File: src/rtl/cdr_loop_filter.sv
// CDR loop filter and phase accumulator.
// Majority-votes bang-bang PD samples over a fixed window, then applies a
// proportional + integral update to a wrapping phase code that drives the
// phase interpolator ([9:8] quadrant, [7:0] interpolation weight).
`timescale 1ns/1ps
module cdr_loop_filter #(
  parameter int VOTE_LEN   = 8,
  parameter int KP         = 4,
  parameter int KI_SHIFT   = 4,
  parameter int INT_WIDTH  = 12,
  parameter int CODE_WIDTH = 10
) (
  input  logic                  CLK,
  input  logic                  Rst_n,
  input  logic                  En,
  input  logic                  Up,
  input  logic                  Dn,
  input  logic                  Freeze,
  input  logic                  Load,
  input  logic [CODE_WIDTH-1:0] Load_Code,
  output logic [CODE_WIDTH-1:0] Code,
  output logic                  Code_Valid,
  output logic                  Int_Sat
);

  localparam int NET_W = $clog2(VOTE_LEN) + 2;
  localparam int CNT_W = $clog2(VOTE_LEN + 1);

  // Integral limits are symmetric: +/-(2^(INT_WIDTH-1)-1).
  localparam logic signed [INT_WIDTH-1:0] INT_MAX = {1'b0, {(INT_WIDTH-1){1'b1}}};
  localparam logic signed [INT_WIDTH-1:0] INT_MIN = {1'b1, {(INT_WIDTH-2){1'b0}}, 1'b1};
  localparam logic signed [INT_WIDTH:0]   SUM_MAX = {2'b00, {(INT_WIDTH-1){1'b1}}};
  localparam logic signed [INT_WIDTH:0]   SUM_MIN = {2'b11, {(INT_WIDTH-2){1'b0}}, 1'b1};

  typedef enum logic {ACC, UPD} state_t;

  state_t                  state_q, state_d;
  logic [CNT_W-1:0]        cnt_q, cnt_d;
  logic signed [NET_W-1:0] net_q, net_d;
  logic signed [INT_WIDTH-1:0] integ_q, integ_d;
  logic [CODE_WIDTH-1:0]   code_q, code_d;
  logic                    cv_q, cv_d;
  logic                    sat_q, sat_d;

  logic signed [NET_W-1:0]     vote;
  logic signed [1:0]           dec;
  logic signed [INT_WIDTH:0]   integ_sum;
  logic signed [INT_WIDTH-1:0] integ_new;
  logic signed [INT_WIDTH-1:0] integ_shr;
  logic signed [31:0]          p_term;
  logic signed [31:0]          i_term;

  // Per-sample vote and the decision datapath evaluated on the window result.
  always_comb begin
    vote = '0;
    if (Up && !Dn)      vote = {{(NET_W-1){1'b0}}, 1'b1};
    else if (Dn && !Up) vote = '1;

    dec = '0;
    if (net_q[NET_W-1]) dec = 2'sb11;
    else if (|net_q)    dec = 2'sb01;

    integ_sum = {integ_q[INT_WIDTH-1], integ_q} + {{(INT_WIDTH-1){dec[1]}}, dec};
    if (integ_sum > SUM_MAX)      integ_new = INT_MAX;
    else if (integ_sum < SUM_MIN) integ_new = INT_MIN;
    else                          integ_new = integ_sum[INT_WIDTH-1:0];

    integ_shr = integ_new >>> KI_SHIFT;
    i_term    = {{(32-INT_WIDTH){integ_shr[INT_WIDTH-1]}}, integ_shr};

    p_term = '0;
    if (dec == 2'sb01)      p_term = KP;
    else if (dec == 2'sb11) p_term = -KP;
  end

  // Next-state logic: Load over Freeze over the ACC/UPD window sequence.
  always_comb begin
    state_d = state_q;
    cnt_d   = cnt_q;
    net_d   = net_q;
    integ_d = integ_q;
    code_d  = code_q;
    cv_d    = 1'b0;
    sat_d   = sat_q;

    if (Load) begin
      code_d  = Load_Code;
      integ_d = '0;
      cnt_d   = '0;
      net_d   = '0;
      state_d = ACC;
      cv_d    = 1'b1;
      sat_d   = 1'b0;
    end else if (Freeze) begin
      cnt_d   = '0;
      net_d   = '0;
      state_d = ACC;
    end else begin
      unique case (state_q)
        ACC: begin
          if (En) begin
            net_d = net_q + vote;
            cnt_d = cnt_q + CNT_W'(1);
            if (cnt_q == CNT_W'(VOTE_LEN - 1)) state_d = UPD;
          end
        end
        UPD: begin
          integ_d = integ_new;
          // Step is summed wide, then truncated so the code wraps modulo 2^CODE_WIDTH.
          code_d  = code_q + CODE_WIDTH'(p_term + i_term);
          cv_d    = 1'b1;
          sat_d   = (integ_new == INT_MAX) || (integ_new == INT_MIN);
          cnt_d   = '0;
          net_d   = '0;
          state_d = ACC;
        end
        default: state_d = ACC;
      endcase
    end
  end

  // State, accumulators and registered outputs.
  always_ff @(posedge CLK or negedge Rst_n) begin
    if (!Rst_n) begin
      state_q <= ACC;
      cnt_q   <= '0;
      net_q   <= '0;
      integ_q <= '0;
      code_q  <= '0;
      cv_q    <= 1'b0;
      sat_q   <= 1'b0;
    end else begin
      state_q <= state_d;
      cnt_q   <= cnt_d;
      net_q   <= net_d;
      integ_q <= integ_d;
      code_q  <= code_d;
      cv_q    <= cv_d;
      sat_q   <= sat_d;
    end
  end

  assign Code       = code_q;
  assign Code_Valid = cv_q;
  assign Int_Sat    = sat_q;

endmodule

File: config.mk
export PLATFORM = sky130hd
export DESIGN_NAME = cdr_loop_filter
export DESIGN_NICKNAME = d
export VERILOG_FILES = /design/src/rtl/cdr_loop_filter.sv
export SDC_FILE = /design/constraint.sdc
export NUM_CORES = 1
export LEC_CHECK = 0
export ABC_AREA = 0
export BUFFER_PORTS_ARGS = -buffer_cell sky130_fd_sc_hd__buf_2
export CORE_MARGIN = 2
export CORE_UTILIZATION = 25
export CTS_BUF_LIST = sky130_fd_sc_hd__clkbuf_4
export CTS_CLUSTER_SIZE = 16
export DETAILED_ROUTE_END_ITERATION = 7
export SYNTH_ARGS = -nofsm -noshare
export SYNTH_HDL_FRONTEND = slang
export SYNTH_SLANG_ARGS = --single-unit
File: constraint.sdc
create_clock -name CLK -period 12.05 [get_ports CLK]
set_input_delay 2.41 -clock CLK [delete_from_list [all_inputs] [get_ports CLK]]
set_output_delay 2.41 -clock CLK [all_outputs]
set_load 0.01 [all_outputs]
# == Word level (Yosys, flattened, before mapping) ==
# Cells that the tools add are included.
# word_totals
ff_bits,34
latchBits,0
mem_bits_rw,0
rom_bits,0
in_bits,17
out_inout_bits,12
word_cells,63
n_memories,0
# classes
n_addsub,5
n_mul,0
n_div,0
magnitude_cmp,2
eq_ne,7
n_shift,0
muxes,33
bitwise,1
reduce_logical,8
# op_table
op,count
$mux W12,5
$mux W10,5
$mux W5,5
$eq A12 B12 Y1 const B,2
$add A12 B2 Y13,1
$gt A13 B12 Y1 const B,1
$lt A13 B12 Y1 const B,1
$mux W4,3
$mux W1,11
$add A10 B10 Y10,1
$add A10 B8 Y10,1
$pmux W5 S2,1
$pmux W4 S2,1
$add A5 B5 Y5,1
$reduce_or A5 Y1,1
$add A4 B1 Y4 const B,1
$eq A4 B3 Y1 const B,1
$ne A4 B4 Y1 const B,1
$eq A2 B1 Y1 const B,1
$eq A2 B2 Y1 const B,1
$logic_and A1 B1 Y1,2
$logic_not A1 Y1,2
$mux W2,1
$ne A2 B1 Y1 const B,1
5 further kinds,5

# == Logic depth before layout (Yosys ltp) ==
# depth
depth_word,12
depth_mapped,25
mapped_depth_nobuf,25

# == Worst setup path before layout ==
# Ideal clock, no wire load.
# synth_timing
path_kind,register -> register
startpoint,reg net_q[4]
endpoint,"reg code_q[9], in the netlist Code[9]"
setup_ns,0.082
t_arrival_ns,5.175
required_time_ns,11.968
setup_slack_ns,6.793
stages_incl_launch_ff,23
path_cell_list,dfrtp_1 -> nor2_1 -> and2_1 -> inv_1 -> ha_1 -> fa_1 -> a21o_1 -> a221oi_2 -> a221oi_2 -> a211oi_4 -> o221ai_4 -> maj3_1 -> inv_2 -> fa_1 -> fa_1 -> nor2b_1 -> o21ai_0 -> a21oi_1 -> o41ai_1 -> xnor2_1 -> xnor2_1 -> or3_1 -> a31oi_1
# synth_via
elab_chain_len,12
# synth_lines
item,line,rtl
"start, declared",39,"logic signed [NET_W-1:0] net_q, net_d;"
"start signal, assigned",135,net_q <= net_d;
$reduce_or A5 Y1,61,else if (|net_q) dec = 2'sb01;
$mux W1,61,
$mux W2 (*),60,if (net_q[NET_W-1]) dec = 2'sb11;
$add A12 B2 Y13,63,"integ_sum = {integ_q[INT_WIDTH-1], integ_q} + {{(INT_WIDTH-1){dec[1]}}, dec};"
$lt A13 B12 Y1,65,else if (integ_sum < SUM_MIN) integ_new = INT_MIN;
$mux W12,65,
$mux W12,64,if (integ_sum > SUM_MAX) integ_new = INT_MAX;
$add A10 B8 Y10 (*),110,code_d = code_q + CODE_WIDTH'(p_term + i_term);
$add A10 B10 Y10 (*),110,
$mux W10 (*),99,unique case (state_q)
$mux W10 (*),94,end else if (Freeze) begin
$mux W10 (*),86,if (Load) begin
"end signal, assigned",137,code_q <= code_d;
"end, declared",41,"logic [CODE_WIDTH-1:0] code_q, code_d;"
# Mark *: on every way between the ends. The rest lies on a longest branch, timed or not. The select of a mux whose other input is x is not followed.
# A chain may end at the register's enable or synchronous reset.

# == Final worst setup path ==
# Same ends and word-level chain as after synthesis.

==> results.cfg <==
[logic_synthesis]
ys_ff_latch = 34
ys_types = 43
synth_area_leaders = dfrtp_1 (30%), ha_1 (12%), fa_1 (7.0%), xnor2_1 (4.9%), nor2_1 (4.6%)
synth_nets = 374
async_flop_share = 1.000
yosysTopAreaCellShare = 0.2996
synthesis.instances = 319
synth.avg_cell_area_um2 = 8.904
ys.flop_type = dfrtp_1
synth_edf_count = 0
yosysWarnings = 0
yosysSeqAreaShare = 0.2996
syn_area_um2 = 2840
synth_area_leader_cell = dfrtp_1

[final_layout]
n_antenna_cell = 0
drive_above_1_share = 0.1275
nets = 399
final_cell_mix = nor2_1 (35), dfrtp_1 (34), inv_1 (29)
layout_commonest_cell = nor2_1
synthToLayoutAreaGrowth_pct = 13.66

[route]
post_drt_wl_per_cell_um = 13.20
drc = 0
num_vias = 2316
drt_iter0_markers = 158
via_per_inst = 4.775
drtAntennaViolNets = 0
drt_pass1_iterations = 4
routed_wl_um = 6403

[clock_tree]
cts_tree = built
cts.htree.levels = 2
worstSkewPairLatency_ns = 0.35
postCtsHoldBufs = 0
ctsResizeCount = 0
postCtsSetupRepairBufs = 0
cts_buffers = 5
path_clk_slew_ns = 0.13
cts_sinks = 34
clock_path_buffers = 2
root_buffer = clkbuf_4

[timing]
report.final.setup_viol = 0
tightest_slew_ns = 0.9276
slew_headroom = 0.3768
finalSetupTns_ns = 0
fin_crit_ns = 5.835
rsz0062_at_grt = no
skew_ns = 0.01488
fin_crit_sh = 0.4842
max_freq_ghz = 0.1714
drv_slew = 0
holdWs_ns = 0.4641
finalHoldViolations = 0

[power_and_ir_drop]
leakagePower_nw = 1.566
power.density_nw_per_um2 = 92.08
ir_drop_mv = 0.08257

[setup_path]
rr_startpoint = net_q[4]
start_kind = flop
cp_max_fo = 17
path_class = flop to flop
worstRegToRegCells = 22
r2r_end = Code[9]
critPathLaunch = net_q[4]
endpoint = Code[9]
critPathRequiredTime_ns = 12.34
cp_data_arrival_time_ns = 6.12
cp-end-kind = flop
r2r_slack_ns = 6.22

[global_routing]
grt_pass1_vias = 2364
grt_max_degree = 35
antenna_found_initial = 0
overflow = 0
grt_pass1_wl_um = 11190
grtUsageTotal = 0.1091

[min_path]
worstHoldStart = cnt_q[3]
hold_path_class = flop to flop

[die]
io_pins = 29
fp.dieH_um = 110.6
fp-row-count = 38
dieArea_um2 = 12230
initial_core_util = 0.2586
die_w_um = 110.6
core-area_um2 = 10980

[placement]
io_buffer_count = 28
dp_hpwl_um = 5058
gp_congestion = 0.8714

[run]
drv_cap = 0

[status]
status = complete, no violations
where the power goes:
part	internal, W	switching [W]	leakage, nW
Sequential	0.000118	0.00000390	0.452
Combinational	0.0000280	0.0000384	1.06
Clock	0.0000649	0.0000441	0.0554
Total	0.000211	0.0000864	1.57
critical path, stage by stage, from the launching register on:
cell,delay (ns)
dfrtp_1,0.65
nor2_1,0.16
and2_1,0.20
inv_1,0.06
ha_1,0.21
fa_1,0.41
a21o_1,0.20
a221oi_2,0.45
a221oi_2,0.14
a211oi_4,0.31
o221ai_4,0.25
maj3_1,0.41
inv_2,0.08
fa_1,0.46
fa_1,0.45
nor2b_1,0.15
o21ai_0,0.13
a21oi_1,0.20
o41ai_1,0.11
xnor2_1,0.14
xnor2_1,0.14
or3_1,0.30
a31oi_1,0.17
worst min path at each step:
stage / depth (start not counted) / slack [ns] / to
6_report: 1 / 0.46 / state_q
2_1_floorplan: 1 / 0.43 / state_q
3_5_place_dp: 1 / 0.45 / state_q
5_1_grt: 1 / 0.49 / state_q
4_1_cts: 1 / 0.47 / state_q
3_3_place_gp: 1 / 0.46 / state_q
synthesized netlist by cell type, types with 2 or more instances:
master     count
a211oi_1       4
a21o_1         8
a21oi_1       23
a221oi_2       2
a22o_1         4
a31oi_1        3
and3_1         3
clkbuf_1      10
dfrtp_1       34
fa_1          10
ha_1          28
inv_1         29
inv_2          2
maj3_1         7
mux2i_1        6
nand2_1       21
nand2b_1       2
nand4_1        3
nor2_1        35
nor2b_1        3
nor3_1         8
nor3b_1        2
o2111ai_1      2
o21ai_0       20
o21ai_1        7
o21bai_1       2
o41ai_1        2
or3_1          3
xnor2_1       16
xor2_1         7
routing by layer:
layer,routed length [um],GRT usage
met4,137,0.03750
met1,3059,0.1394
met2,3034,0.1877
met3,172,0.01647
met5,0,0
metrics by stage:
stage,area [um2],util,setup WS (ns),cells,total power (W)
floorplan,2840,-,6.793,319,0.0001709
global placement,3122,0.2842,6.327,477,0.0001896
detailed placement,3122,0.2842,6.213,477,0.0001908
CTS,3228,0.2939,6.180,485,0.0003001
global route,3228,0.2939,5.777,485,0.0003146
finish,3228,0.2939,6.215,485,0.0002972
cell type report:
type / count / area [um2]
clock buffer: 5 / 37.54
clock inverter: 3 / 68.82
fill: 1134 / 7755
inverter: 32 / 125.1
multi-input combinational: 242 / 1823
sequential: 34 / 850.8
tap: 140 / 175.2
timing repair buffer: 29 / 147.6
cells by family after synthesis:
family | count (synthesis) | share of synthesized area
AND/OR/NAND/NOR | 83 | 0.1313
flip-flops | 34 | 0.2996
AO/OA/AOI/OAI | 85 | 0.2000
multiplexers | 6 | 0.02115
XOR/XNOR | 23 | 0.07092
buffers and inverters | 43 | 0.05859
adder cells (fa/ha/maj) | 45 | 0.2185
flip-flops by register name, summed over array words and instances (netlist names):
name	flops
net_q	5
state_q	1
Code_Valid	1
cnt_q	4
Code	10
Int_Sat	1
integ_q	12
Power figures use the tool's default switching activity.
